## src/rtl/bcd_arb_pkg.sv

```systemverilog
// rtl/bcd_arb_pkg.sv - shared types and sizes for the BCD conversion arbiter
package bcd_arb_pkg;

  localparam int NUM_REQ = 3;
  localparam int DATA_W  = 20;
  localparam int BCD_W   = 24;

  typedef enum logic [1:0] {
    ST_IDLE  = 2'd0,
    ST_START = 2'd1,
    ST_WAIT  = 2'd2,
    ST_DONE  = 2'd3
  } state_t;

  function automatic logic [1:0] onehot_to_idx(input logic [NUM_REQ-1:0] oh);
    onehot_to_idx = oh[2] ? 2'd2 : (oh[1] ? 2'd1 : 2'd0);
  endfunction

endpackage

```

## src/rtl/rr_pick3.sv

```systemverilog
// rtl/rr_pick3.sv - combinational three-way round-robin selector
module rr_pick3
  import bcd_arb_pkg::*;
(
  input  logic [NUM_REQ-1:0] i_req,
  input  logic [1:0]         i_last_gnt,
  output logic [NUM_REQ-1:0] o_winner,
  output logic               o_valid
);

  // Search begins one past the previous winner and wraps around.
  always_comb begin
    o_winner = '0;
    case (i_last_gnt)
      2'd0: begin
        if      (i_req[1]) o_winner = 3'b010;
        else if (i_req[2]) o_winner = 3'b100;
        else if (i_req[0]) o_winner = 3'b001;
      end
      2'd1: begin
        if      (i_req[2]) o_winner = 3'b100;
        else if (i_req[0]) o_winner = 3'b001;
        else if (i_req[1]) o_winner = 3'b010;
      end
      default: begin
        if      (i_req[0]) o_winner = 3'b001;
        else if (i_req[1]) o_winner = 3'b010;
        else if (i_req[2]) o_winner = 3'b100;
      end
    endcase
  end

  assign o_valid = |i_req;

endmodule

```

## src/rtl/bcd_conv_arb.sv

```systemverilog
// rtl/bcd_conv_arb.sv - arbitrates three requesters onto one shared BCD engine
module bcd_conv_arb
  import bcd_arb_pkg::*;
#(
  parameter logic [7:0] TIMEOUT_MAX = 8'd100
) (
  input  logic                  sys_clk,
  input  logic                  sys_rst_n,
  input  logic [NUM_REQ-1:0]    req,
  input  logic [NUM_REQ*DATA_W-1:0] req_data,
  input  logic [NUM_REQ-1:0]    req_sign,
  output logic [NUM_REQ-1:0]    gnt,
  output logic                  eng_start,
  output logic [DATA_W-1:0]     eng_data,
  input  logic                  eng_done,
  input  logic [BCD_W-1:0]      eng_bcd,
  output logic [NUM_REQ-1:0]    res_valid,
  output logic [BCD_W-1:0]      res_bcd,
  output logic                  res_sign,
  output logic                  err_timeout
);

  state_t              r_state, w_state_nxt;
  logic [NUM_REQ-1:0]  r_gnt, r_res_valid, r_owner;
  logic                r_eng_start, r_res_sign, r_err_timeout, r_sign;
  logic [DATA_W-1:0]   r_eng_data;
  logic [BCD_W-1:0]    r_res_bcd;
  logic [1:0]          r_last_gnt;
  logic [7:0]          r_cnt;

  logic [NUM_REQ-1:0]  w_winner;
  logic                w_valid;
  logic [1:0]          w_win_idx;
  logic [DATA_W-1:0]   w_sel_data;
  logic                w_sel_sign;
  logic                w_grant, w_start, w_capture, w_timeout;

  rr_pick3 u_pick (
    .i_req      (req),
    .i_last_gnt (r_last_gnt),
    .o_winner   (w_winner),
    .o_valid    (w_valid)
  );

  assign w_win_idx = onehot_to_idx(w_winner);

  always_comb begin
    w_sel_data = req_data[DATA_W-1:0];
    w_sel_sign = req_sign[0];
    case (w_win_idx)
      2'd1: begin
        w_sel_data = req_data[2*DATA_W-1:DATA_W];
        w_sel_sign = req_sign[1];
      end
      2'd2: begin
        w_sel_data = req_data[3*DATA_W-1:2*DATA_W];
        w_sel_sign = req_sign[2];
      end
      default: begin
      end
    endcase
  end

  always_ff @(posedge sys_clk or negedge sys_rst_n) begin
    if (!sys_rst_n) r_state <= ST_IDLE;
    else            r_state <= w_state_nxt;
  end

  // A completion arriving on the timeout cycle wins over the abort.
  always_comb begin
    w_state_nxt = r_state;
    w_grant     = 1'b0;
    w_start     = 1'b0;
    w_capture   = 1'b0;
    w_timeout   = 1'b0;
    case (r_state)
      ST_IDLE: begin
        if (w_valid) begin
          w_grant     = 1'b1;
          w_state_nxt = ST_START;
        end
      end
      ST_START: begin
        w_start     = 1'b1;
        w_state_nxt = ST_WAIT;
      end
      ST_WAIT: begin
        if (eng_done) begin
          w_capture   = 1'b1;
          w_state_nxt = ST_DONE;
        end else if (r_cnt == TIMEOUT_MAX) begin
          w_timeout   = 1'b1;
          w_state_nxt = ST_IDLE;
        end
      end
      default: w_state_nxt = ST_IDLE;
    endcase
  end

  always_ff @(posedge sys_clk or negedge sys_rst_n) begin
    if (!sys_rst_n) begin
      r_gnt         <= '0;
      r_eng_start   <= 1'b0;
      r_eng_data    <= '0;
      r_res_valid   <= '0;
      r_res_bcd     <= '0;
      r_res_sign    <= 1'b0;
      r_err_timeout <= 1'b0;
      r_cnt         <= '0;
      r_last_gnt    <= 2'd2;
      r_owner       <= '0;
      r_sign        <= 1'b0;
    end else begin
      r_gnt         <= w_grant ? w_winner : '0;
      r_eng_start   <= w_start;
      r_res_valid   <= w_capture ? r_owner : '0;
      r_err_timeout <= w_timeout;
      if (w_grant) begin
        r_eng_data <= w_sel_data;
        r_sign     <= w_sel_sign;
        r_owner    <= w_winner;
        r_last_gnt <= w_win_idx;
      end
      if (w_start)                r_cnt <= '0;
      else if (r_state == ST_WAIT) r_cnt <= r_cnt + 8'd1;
      if (w_capture) begin
        r_res_bcd  <= eng_bcd;
        r_res_sign <= r_sign;
      end
    end
  end

  assign gnt         = r_gnt;
  assign eng_start   = r_eng_start;
  assign eng_data    = r_eng_data;
  assign res_valid   = r_res_valid;
  assign res_bcd     = r_res_bcd;
  assign res_sign    = r_res_sign;
  assign err_timeout = r_err_timeout;

endmodule

```

## config.mk

```make
export PLATFORM = sky130hd
export DESIGN_NAME = bcd_conv_arb
export DESIGN_NICKNAME = d
export VERILOG_FILES = /design/src/rtl/bcd_arb_pkg.sv /design/src/rtl/rr_pick3.sv /design/src/rtl/bcd_conv_arb.sv
export SDC_FILE = /design/constraint.sdc
export NUM_CORES = 1
export LEC_CHECK = 0
export ABC_AREA = 0
export CORE_UTILIZATION = 40
export DETAILED_ROUTE_END_ITERATION = 10
export PLACE_DENSITY = 0.79
export SKIP_CTS_REPAIR_TIMING = 1
export SLEW_MARGIN = 25
export SYNTH_ARGS = -nofsm -noshare
export SYNTH_HDL_FRONTEND = slang
export SYNTH_SLANG_ARGS = --single-unit
```

## constraint.sdc

```tcl
create_clock -name sys_clk -period 2.4 [get_ports sys_clk]
set_input_delay 0.24 -clock sys_clk [delete_from_list [all_inputs] [get_ports sys_clk]]
set_output_delay 0.24 -clock sys_clk [all_outputs]
set_load 0.01 [all_outputs]
```

# Yosys cells after proc, flatten, opt, wreduce, memory -nomap -nowiden
# Cells that the tools add are included.
[word_totals]
elab_cells = 56
inputBits = 93
out_inout_bits = 53
regBits = 69
[op_classes]
addsub = 1
n_mux = 30
eq_ne = 8
n_reduce_logical = 5
[ops]
columns = ["operator", "count"]
rows = [
  ["$pmux 20 s2", 1],
  ["$mux 3", 9],
  ["$mux 8", 2],
  ["$mux 1", 10],
  ["$mux 2", 5],
  ["$add 8x1->8 const B", 1],
  ["$eq 8x7->1 const B", 1],
  ["$eq 2x1->1 const B", 3],
  ["$pmux 2 s3", 1],
  ["$pmux 3 s2", 1],
  ["$eq 2x2->1 const B", 2],
  ["$logic_not 2->1", 2],
  ["$ne 3x3->1 const B", 1],
  ["$reduce_or 3->1", 1],
  ["$ne 2x1->1 const B", 1],
  ["$pmux 1 s2", 1],
  ["$reduce_and 2->1", 1],
  ["$reduce_bool 2->1", 1],
]

# Longest topological paths before layout
# Gate-level depths: netlist of the first run.
[logic_depth]
ltp_word = 8
ltp_mapped = 7
mapped_depth_nobuf = 6

# Modules after synthesis
# From an unflattened synthesis of the first run, not the netlist that was laid out.
[unflattened]
cells_unflattened = 292
area_unflattened_um2 = 3163.0
[by_module_without_submodules]
columns = ["module", "seq_area_each_um2", "cells_each", "n_inst", "area_per_inst_um2"]
rows = [
  ["bcd_conv_arb", 1727.9, 284, 1, 3105.5],
  ["rr_pick3", 0.0, 8, 1, 57.6],
]

# Worst setup path after synthesis of the first run
# Ideal clock, no wire load.
[synth_path]
path_type = "register -> register"
from = "register r_cnt[0]"
to = "register r_state[0]"
path_buffers = 0
path_slack_ns = 0.610
path_stages_with_launch = 7
setup_time_ns = 0.128
t_arrival_ns = 1.662
cell_sequence = "dfrtp_1 inv_1 ha_1 nand3b_1 or4_4 a32oi_2 mux2_1"
[synth_via]
elab_chain_len = 3
[synth_rtl]
columns = ["element", "line_no", "text"]
rows = [
  ["from (decl)", "bcd_conv_arb.sv:29", "logic [7:0] r_cnt;"],
  ["from (signal assigned)", "bcd_conv_arb.sv:125", "else if (r_state == ST_WAIT) r_cnt <= r_cnt + 8'd1;"],
  ["$eq 8x7->1", "bcd_conv_arb.sv:91", "end else if (r_cnt == TIMEOUT_MAX) begin"],
  ["$ne 3x3->1 (no source line)", "n/a", ""],
  ["$reduce_and 2->1 (no source line)", "n/a", ""],
  ["to (signal assigned)", "bcd_conv_arb.sv:66", "else r_state <= w_state_nxt;"],
  ["to (decl)", "bcd_conv_arb.sv:23", "state_t r_state, w_state_nxt;"],
]
# Every way passes these cells.
# A chain may end at the register's enable or synchronous reset.

# Worst setup path in the final report of the first run
[layout_path]
from = "register r_state[1]"
to = "register r_eng_data[8] (netlist: eng_data[8])"
[layout_via]
elab_chain_len = 2
[layout_rtl]
columns = ["element", "line_no", "text"]
rows = [
  ["$logic_not 2->1", "bcd_conv_arb.sv:76", "case (r_state)"],
  ["$mux 1", "bcd_conv_arb.sv:76", ""],
  ["to (signal assigned)", "bcd_conv_arb.sv:119", "r_eng_data <= w_sel_data;"],
  ["to (decl)", "bcd_conv_arb.sv:26", "logic [DATA_W-1:0] r_eng_data;"],
]
# Every way passes these cells.

==> metrics.md, run 1 <==
| Metric | Value |
|---|---|
| CTS clk-pin slew, worst paths | 80 ps |
| PortBufs | 145 |
| Antenna cells | 0 |
| TritonCTS clock tree | built |
| H-tree depth | 3 |
| Sequential share of the synthesized area | 57.8% |
| Area of the multi-input gates | 1170 µm² |
| Final std cells w/o fill | 504 |
| Fin crit period | 2060 ps |
| Number of buffers created by CTS | 9 |
| Via count | 2626 |
| Vias per inst | 5.21 |
| Overall power | 0.00563 W |
| Sequential standard cell area | 1730 µm² |
| Setup crit start kind | flip-flop |
| Setup violators final | 0 |
| Flip-flop and latch count after synthesis | 69 |
| CP bufs+invs | 2 |
| Period utilization | 85.9% |
| Mean Syn Cell Area | 11.9 µm² |
| Leak | 2.03 nW |
| Crit path largest cell delay | 760 ps |
| Post-route setup TNS | 0 ps |
| CP top delay family | simple AND/OR/NAND/NOR gates |
| Io pins | 146 |
| Fillers | 561 |
| Die Wd | 88.5 µm |
| Crit. End Element | flip-flop |
| Synth Net Count | 351 |
| CP max stage cell | nor2b_2 |
| Setup CP Type | reg -> reg |
| Final Cell Area | 4800 µm² |
| Final Skew | 10.9 ps |
| Clock Tree Buf Depth | 2 |
| Total gr overflow | 0 |
| Slew HR | 40.7% |
| Die Height | 88.5 µm |
| Biggest area consumer among synthesized cells | dfrtp_1 |
| Placed cells | 487 |
| Initial antenna violation count | 0 |
| Fmax | 0.485 GHz |
| Root buffer cell | clkbuf_8 |
| R2R depth | 6 |
| Gpl congestion | 0.804 |
| Vias in the first global route | 2668 |
| HPWL Detailed | 6130 µm |
| Worst vdd ir | 574 µV |
| CP arrival | 2320 ps |
| Outcome | finished clean |
| Row count | 31 |
| Worst slew pin tran | 885 ps |
| Drt total wl | 8280 µm |
| Worst skew pair latency | 340 ps |
| DP Area | 4590 µm² |
| Number of library cell types mapped by synthesis | 33 |
| CP Cell Sequence | inv_1 -> ha_1 -> nor2b_2 -> buf_12 -> nor2_1 -> a21oi_1 |
| HP Class | in -> async |
| Area Growth Syn to Fin | 60.6% |
| Max Cap Viol | 0 |
| Largest fanout on the critical path | 23 |
| Post-synth top area share | 56.9% |
| DRC violation count after routing | 0 |
| Syn. warnings | 0 |
| Initial Util | 41.2% |
| Reg-to-Reg End | eng_data[8]$_DFFE_PN0P_ |
| Largest net degree at the start of global routing | 33 |
| Final #Nets | 499 |
| Mapped cell area | 2990 µm² |
| Power Density | 1170 nW/µm² |
| First-pass GRT wire length | 12800 µm |
| GRT Total Usage | 21.9% |
| Syn Inst Count | 252 |
| Layout cell share with drive strength beyond 1 | 13.3% |
| WP data required | 2650 ps |
| Unrepaired setup endpoints after global routing | false |
| Sink Count | 69 |
| Final Hold Fails | 0 |
| R2R Path Start | r_state[1]$_DFFE_PN0P_ |
| Top cells by area, synth | dfrtp_1 (57%), mux2_2 (9.8%), a222oi_1 (7.0%), a21oi_1 (4.7%), nor2_1 (3.3%) |
| R2r setup slk | 340 ps |
| DR iter-0 viols | 239 |
| DR pass1 iterations | 5 |
| Core Area | 7250 µm² |
| Avg WL per Cell | 16.4 µm |
| Hold_ws | 459 ps |
| Die area | 7830 µm² |
| Detail Route Antenna Nets | 0 |
| Final Max Slew Viols | 0 |
## cells in the final DEF (no fill, tap or decap), types with 2 or more instances in the layout
master | Yosys | layout
a21o_1 | 5 | 5
a21oi_1 | 28 | 28
a222oi_1 | 21 | 21
and2_1 | 2 | 2
and3_1 | 3 | 3
buf_12 | 0 | 3
buf_4 | 0 | 3
clkbuf_8 | 0 | 10
clkdlybuf4s50_1 | 0 | 144
clkinv_2 | 0 | 2
clkinvlp_4 | 0 | 3
dfrtp_1 | 68 | 68
ha_1 | 6 | 6
inv_1 | 11 | 11
mux2_2 | 26 | 26
mux2i_1 | 2 | 2
nand2_1 | 7 | 7
nand2b_1 | 2 | 2
nand3_1 | 2 | 2
nand3b_1 | 2 | 2
nor2_1 | 26 | 26
nor3_1 | 2 | 2
nor3b_1 | 3 | 3
o21ai_0 | 3 | 2
o22ai_1 | 4 | 4
xnor2_1 | 2 | 2
## synthesized netlist by cell type
master,instances
nand4_1,1
mux2i_1,2
a21o_1,5
a222oi_1,21
nand3b_1,2
buf_2,4
a21oi_1,28
nand2b_1,2
o211a_1,1
ha_1,6
o21ai_0,3
dfrtp_1,68
o32ai_1,1
inv_1,11
a21boi_0,1
nor2b_1,2
mux2_1,1
or4_4,1
nand2_1,7
and2_1,2
dfstp_2,1
mux2_2,26
and3_1,3
nand3_1,2
a32oi_2,1
nor2_1,26
and2b_1,1
nor3b_1,3
a32o_1,1
o22ai_1,4
clkbuf_1,11
xnor2_1,2
nor3_1,2
## worst max-delay path by stage
stage                                       from                       end  slack (ps)  cells past startpoint
after CTS                 r_state[1]$_DFFE_PN0P_   eng_data[8]$_DFFE_PN0P_         320                      6
after global placement                    req[2]  eng_data[14]$_DFFE_PN0P_         260                      5
after detailed placement                  req[2]  eng_data[15]$_DFFE_PN0P_         200                      5
final                     r_state[1]$_DFFE_PN0P_   eng_data[8]$_DFFE_PN0P_         340                      6
after floorplan             r_cnt[0]$_DFFE_PN0P_    r_state[0]$_DFFE_PN0P_         610                      6
after global routing      r_state[1]$_DFFE_PN0P_   eng_data[8]$_DFFE_PN0P_         150                      6
## worst reg2reg max path: cells and delay by family, from the launching register on
family	cells	cell delay (ps)
simple gates	2	820
flops	1	400
buf+inv	2	370
fa+ha+maj	1	270
compound gates	1	120
## flip-flops by register name, summed over array words and instances, names as in the netlist, 2 cells and up
name        count
r_cnt           8
r_owner         3
res_valid       3
eng_data       20
r_last_gnt      2
r_state         2
res_bcd        24
gnt             3
## report_power, final
group	switching, W	internal, W
Sequential	0.000308	0.00170
Clock	0.000447	0.000504
Combinational	0.00117	0.00150
Total	0.00192	0.00371
## cell families after synthesis
family | synth area share [%]
mux | 10.8
flops | 57.8
xor+xnor | 0.586
simple gates | 8.79
buf+inv | 3.43
compound gates | 16.1
fa+ha+maj | 2.51
## per-layer routing
metal | track usage [%] | routed length, µm | vias to the layer above
met2 | 36.4 | 4040 | 107
li1 | - | - | 1228
met4 | 8.80 | 188 | 0
met5 | 0 | 0 | -
met3 | 5.60 | 670 | 16
met1 | 27.3 | 3390 | 1275
## layout make-up
type / count / share of cell area [%]
repair buffers: 152 / 32.0
well taps: 99 / 2.58
clock buffers: 10 / 2.87
flip-flops and latches: 69 / 36.0
inverters: 11 / 0.860
clock inverters: 6 / 1.30
multi-input cells: 157 / 24.4
## stage by stage
stage	worst slack, ps	util, %
2_1_floorplan	610	-
3_3_place_gp	255	63.3
3_5_place_dp	199	63.3
4_1_cts	322	66.1
5_1_grt	152	66.2
6_report	339	66.2
(Power assumes the default switching activity.)
==> run 2, diff against run 1 <==
Settings changed: CORE_ASPECT_RATIO set to 0.75.
==> metrics.md, run 2 (synthesis results as in run 1) <==
| Metric | Value |
|---|---|
| Outcome | finished clean (unchanged) |
| Max Cap Viol | 0 (unchanged) |
| Final #Nets | 499 (unchanged) |
| Clock Tree Buf Depth | 2 (unchanged) |
| Die area | 7830 µm² (about the same) |
| Largest fanout on the critical path | 15 (was 23) |
| Most common cell after layout, fill and taps aside | clkdlybuf4s50_1 (unchanged) |
| Layout cell share with drive strength beyond 1 | 13.1% (was 13.3%) |
| DRC violation count after routing | 0 (unchanged) |
| H-tree depth | 3 (unchanged) |
| Power Density | 1180 nW/µm² (was 1170 nW/µm²) |
| Most frequent cells in the layout | clkdlybuf4s50_1 (144), dfrtp_1 (68), a21oi_1 (28), mux2_2 (26), nor2_1 (26) (unchanged) |
| Detail Route Antenna Nets | 0 (unchanged) |
| R2r setup slk | 450 ps (was 340 ps) |
| Antenna cells | 0 (unchanged) |
| Worst vdd ir | 597 µV (was 574 µV) |
| CP Capture Point | eng_data[19]$_DFFE_PN0P_ (was eng_data[8]$_DFFE_PN0P_) |
| Setup CP Type | in -> reg (was reg -> reg) |
| R2R depth | 6 (unchanged) |
| HP Class | in -> async (unchanged) |
| Final Hold Fails | 0 (unchanged) |
| DR iter-0 viols | 156 (was 239) |
| Core Area | 7030 µm² (was 7250 µm²) |
| Via count | 2581 (was 2626) |
| First-pass GRT wire length | 12400 µm (was 12800 µm) |
| PortBufs | 145 (unchanged) |
| DR pass1 iterations | 5 (unchanged) |
| Setup crit start kind | input port (was flip-flop) |
| Initial antenna violation count | 0 (unchanged) |
| R2R Path Start | r_cnt[0]$_DFFE_PN0P_ (was r_state[1]$_DFFE_PN0P_) |
| Sink Count | 69 (unchanged) |
| Initial Util | 42.6% (was 41.2%) |
| Unrepaired setup endpoints after global routing | false (unchanged) |
| Die Wd | 102 µm (was 88.5 µm) |
| Total gr overflow | 0 (unchanged) |
| Number of buffers created by CTS | 9 (unchanged) |
| Setup violators final | 0 (unchanged) |
| Fin crit period | 1980 ps (was 2060 ps) |
| Final Max Slew Viols | 0 (unchanged) |
| Reg-to-Reg End | r_state[0]$_DFFE_PN0P_ (was eng_data[8]$_DFFE_PN0P_) |
| Row count | 26 (was 31) |
| CTS clk-pin slew, worst paths | 70 ps (was 80 ps) |
| Placed cells | 486 (was 487) |
| Largest net degree at the start of global routing | 70 (was 33) |
| Crit. End Element | flip-flop (unchanged) |
| Vias in the first global route | 2540 (was 2668) |
| Leak | 2.03 nW (about the same) |
| Worst skew pair latency | 340 ps (about the same) |
| Root buffer cell | clkbuf_8 (unchanged) |
| WP data required | 2660 ps (was 2650 ps) |
| Final Skew | 14.4 ps (was 10.9 ps) |
| Slew HR | 37.0% (was 40.7%) |
| Post-route setup TNS | 0 ps (unchanged) |
| Final std cells w/o fill | 503 (was 504) |
| CP arrival | 2240 ps (was 2320 ps) |
| TritonCTS clock tree | built (unchanged) |
| Gpl congestion | 0.764 (was 0.804) |
| GRT Total Usage | 20.9% (was 21.9%) |
| Fmax | 0.505 GHz (was 0.485 GHz) |
| Io pins | 146 (unchanged) |
| Die Height | 76.9 µm (was 88.5 µm) |
| Avg WL per Cell | 15.7 µm (was 16.4 µm) |
| Period utilization | 82.5% (was 85.9%) |
| Worst slew pin tran | 945 ps (was 885 ps) |
| Critical Path Start | req[1] (was r_state[1]$_DFFE_PN0P_) |
| Max reg flops | 24 (unchanged) |
| Vias per inst | 5.13 (was 5.21) |
| Drt total wl | 7910 µm (was 8280 µm) |
| HPWL Detailed | 5760 µm (was 6130 µm) |
| Area Growth Syn to Fin | 60.2% (was 60.6%) |
==> run 2: cell count changes in the layout (fill, tap and decap cells not counted) <==
cell and delta:
buf_12 -1, buf_4 +1, clkbuf_1 +1, clkinv_2 -1, clkinv_4 +2, clkinvlp_4 -2
==> run 2: how the worst min path moves through the flow <==
stage	end	start	depth (start not counted)	slack [ps]
global placement	res_bcd[7]$_DFFE_PN0P_	sys_rst_n	2	290
finish	res_bcd[7]$_DFFE_PN0P_	sys_rst_n	3	460
floorplan	eng_data[0]$_DFFE_PN0P_	sys_rst_n	0	-60
CTS	res_bcd[4]$_DFFE_PN0P_	sys_rst_n	2	-90
detailed placement	res_bcd[4]$_DFFE_PN0P_	sys_rst_n	2	290
global route	res_bcd[7]$_DFFE_PN0P_	sys_rst_n	3	480
==> run 2: per-stage QoR <==
stage	util, %	setup WS (ps)	hold slack (ps)	total power (W)	area, µm²
2_1_floorplan	-	610	-55.6	0.00336	2990
3_3_place_gp	65.2	152	290	0.00462	4580
3_5_place_dp	65.2	88.5	291	0.00473	4580
4_1_cts	68.0	428	-87.3	0.00571	4780
5_1_grt	68.2	212	476	0.00604	4790
6_report	68.2	420	464	0.00564	4790
==> run 2: area by class of cell <==
class / count / area (µm²)
fillers: 572 / 2240
flip-flops and latches: 69 / 1730
repair buffers: 152 / 1530
multi-input cells: 157 / 1170
clock buffers: 11 / 141
well taps: 98 / 123
clock inverters: 5 / 60.1
inverters: 11 / 41.3
==> run 2: power breakdown <==
| part | internal, W | leakage (nW) | switching [W] | total [W] |
|---|---|---|---|---|
| registers | 0.00171 | 0.827 | 0.000325 | 0.00203 |
| clock network | 0.000510 | 0.0995 | 0.000436 | 0.000946 |
| logic | 0.00149 | 1.10 | 0.00118 | 0.00267 |
==> run 2: worst max-delay path, cell delays in order <==
cell	delay [ps]
clkdlybuf4s50_1	480
inv_1	60
o32ai_2	820
buf_4	300
a222oi_1	110
a21oi_1	220
==> run 2: routing by layer <==
metal	vias up	global-route usage, %	share of wire (%)
met5	-	0	0
met4	0	8.29	2.0
met3	14	7.11	8.3
met2	111	34.0	48
met1	1229	25.3	42
li1	1227	-	-
==> run 3, diff against run 2 <==
Clock period 2.4 ns to 2 ns, I/O delays scaled along.
==> metrics.md, run 3 (synthesis results as in run 1) <==
| Metric | Value |
|---|---|
| Outcome | finished clean (unchanged) |
| Gpl congestion | 0.774 (was 0.764) |
| Initial antenna violation count | 0 (unchanged) |
| Setup violators final | 0 (unchanged) |
| Root buffer cell | clkbuf_8 (unchanged) |
| Power Density | 1380 nW/µm² (was 1180 nW/µm²) |
| Fin crit period | 1920 ps |
| R2r setup slk | 80 ps (was 450 ps) |
| Max Cap Viol | 0 (unchanged) |
| HPWL Detailed | 6090 µm (was 5760 µm) |
| PortBufs | 145 (unchanged) |
| Final #Nets | 507 (was 499) |
| Layout cell share with drive strength beyond 1 | 14.3% (was 13.1%) |
| DR pass1 iterations | 6 (was 5) |
| Met1 usage | 27.0% (was 25.3%) |
| Vias in the first global route | 2653 (was 2540) |
| CP top delay family | simple AND/OR/NAND/NOR gates (was compound AO/OA/AOI/OAI gates) |
| HP Class | in -> async (unchanged) |
| Worst vdd ir | 753 µV (was 597 µV) |
| Most common cell after layout, fill and taps aside | clkdlybuf4s50_1 (unchanged) |
| Crit. End Element | flip-flop (unchanged) |
| Die Height | 76.9 µm (unchanged) |
| Sink Count | 69 (unchanged) |
| Row count | 26 (unchanged) |
| Largest fanout on the critical path | 4 (was 15) |
| CP max stage cell | or4_4 (was o32ai_2) |
| Worst slew pin tran | 568 ps (was 945 ps) |
| Via count | 2633 (was 2581) |
| CP bufs+invs | 1 (was 3) |
| GRT Total Usage | 21.6% (was 20.9%) |
| Dpl ws | -105 ps (was 88.5 ps) |
| Global routing's busiest layer | met2 (unchanged) |
| WP data required | 2210 ps (was 2660 ps) |
| Antenna cells | 0 (unchanged) |
| Worst skew pair latency | 340 ps (about the same) |
| Setup CP Type | reg -> reg (was in -> reg) |
| Vias per inst | 5.16 (was 5.13) |
| DR iter-0 viols | 239 (was 156) |
| Clock Tree Buf Depth | 2 (unchanged) |
| Number of buffers created by CTS | 9 (unchanged) |
| CP arrival | 2130 ps (was 2240 ps) |
| Crit path largest cell delay | 440 ps (was 820 ps) |
| Die Wd | 102 µm (unchanged) |
| CTS clk-pin slew, worst paths | 70 ps (about the same) |
| Detail Route Antenna Nets | 0 (unchanged) |
| CP Cell Sequence | inv_1 -> ha_1 -> nand3b_1 -> or4_4 -> a32oi_4 -> mux2_1 (was clkdlybuf4s50_1 -> inv_1 -> o32ai_2 -> buf_4 -> a222oi_1 -> a21oi_1) |
| Area Growth Syn to Fin | 62.0% (was 60.2%) |
| TritonCTS clock tree | built (unchanged) |
| Io pins | 146 (unchanged) |
| Fillers | 574 (was 572) |
| Period utilization | 96.2% |
| Final Hold Fails | 0 (unchanged) |
| Drt total wl | 8160 µm (was 7910 µm) |
| Util after Layout | 68.9% (was 68.2%) |
| Avg WL per Cell | 16.0 µm (was 15.7 µm) |
| Area of the multi-input gates | 1180 µm² (was 1170 µm²) |
| Total gr overflow | 0 (unchanged) |
| Most frequent cells in the layout | clkdlybuf4s50_1 (144), dfrtp_1 (68), a21oi_1 (28), mux2_2 (26), nor2_1 (26) (unchanged) |
| Die area | 7830 µm² (unchanged) |
| Met3 Use GR | 8.39% (was 7.11%) |
| Leak | 2.06 nW (was 2.03 nW) |
| Max reg flops | 24 (unchanged) |
| Global-route met2 utilization | 34.1% (was 34.0%) |
| Sequential standard cell area | 1730 µm² (unchanged) |
| Core Area | 7030 µm² (unchanged) |
| Largest net degree at the start of global routing | 28 (was 70) |
| Initial Util | 42.6% (unchanged) |
| Slew HR | 62.1% (was 37.0%) |
| Final Max Slew Viols | 0 (unchanged) |
| First-pass GRT wire length | 12800 µm (was 12400 µm) |
| Setup crit start kind | flip-flop (was input port) |
| DRC violation count after routing | 0 (unchanged) |
| Final setup margin | 77.0 ps (was 420 ps) |
| Fmax | 0.520 GHz |
| Unrepaired setup endpoints after global routing | false (unchanged) |
| H-tree depth | 3 (unchanged) |
| Final Skew | 8.87 ps (was 14.4 ps) |
run 3: final timing paths:
path | from | to | cells past startpoint
setup / recovery | r_cnt[1]$_DFFE_PN0P_ | r_state[0]$_DFFE_PN0P_ | 6
hold / removal | sys_rst_n | res_bcd[7]$_DFFE_PN0P_ | 2
setup reg to reg | r_cnt[1]$_DFFE_PN0P_ | r_state[0]$_DFFE_PN0P_ | 6
hold reg to reg | r_owner[2]$_DFFE_PN0P_ | r_owner[2]$_DFFE_PN0P_ | 1
max in group asynchronous | sys_rst_n | eng_data[3]$_DFFE_PN0P_ | 3
min in group sys_clk | eng_bcd[12] | res_bcd[12]$_DFFE_PN0P_ | 2
run 3: per-stage QoR:
| step | setup TNS (ps) | power [W] | hold WS [ps] | std cells | instance area [µm²] |
|---|---|---|---|---|---|
| 2_1_floorplan | 0 | 0.00403 | -95.6 | 252 | 2990 |
| 3_3_place_gp | -39.2 | 0.00564 | 230 | 493 | 4660 |
| 3_5_place_dp | -746 | 0.00576 | 233 | 493 | 4660 |
| 4_1_cts | 0 | 0.00675 | -137 | 508 | 4810 |
| 5_1_grt | 0 | 0.00719 | 443 | 510 | 4840 |
| 6_report | 0 | 0.00671 | 391 | 510 | 4840 |
run 3: power breakdown:
part	switching, W	internal [W]
Combinational	0.00143	0.00189
Sequential	0.000383	0.00205
Clock	0.000478	0.000475
Total	0.00230	0.00441
run 3: routing by layer:
layer  vias up  share of wire [%]
li1       1244                  -
met4         0                1.5
met1      1253                 42
met5         -                  0
met3        12                8.7
met2       124                 48
run 3: area by class of cell:
| cell class | instances | share of cell area, % |
|---|---|---|
| sequential | 69 | 35.7 |
| timing repair buffer | 160 | 33.3 |
| multi-input combinational | 157 | 24.4 |
| clock buffer | 13 | 3.07 |
| tap | 98 | 2.53 |
| inverter | 11 | 0.852 |
| clock inverter | 2 | 0.207 |
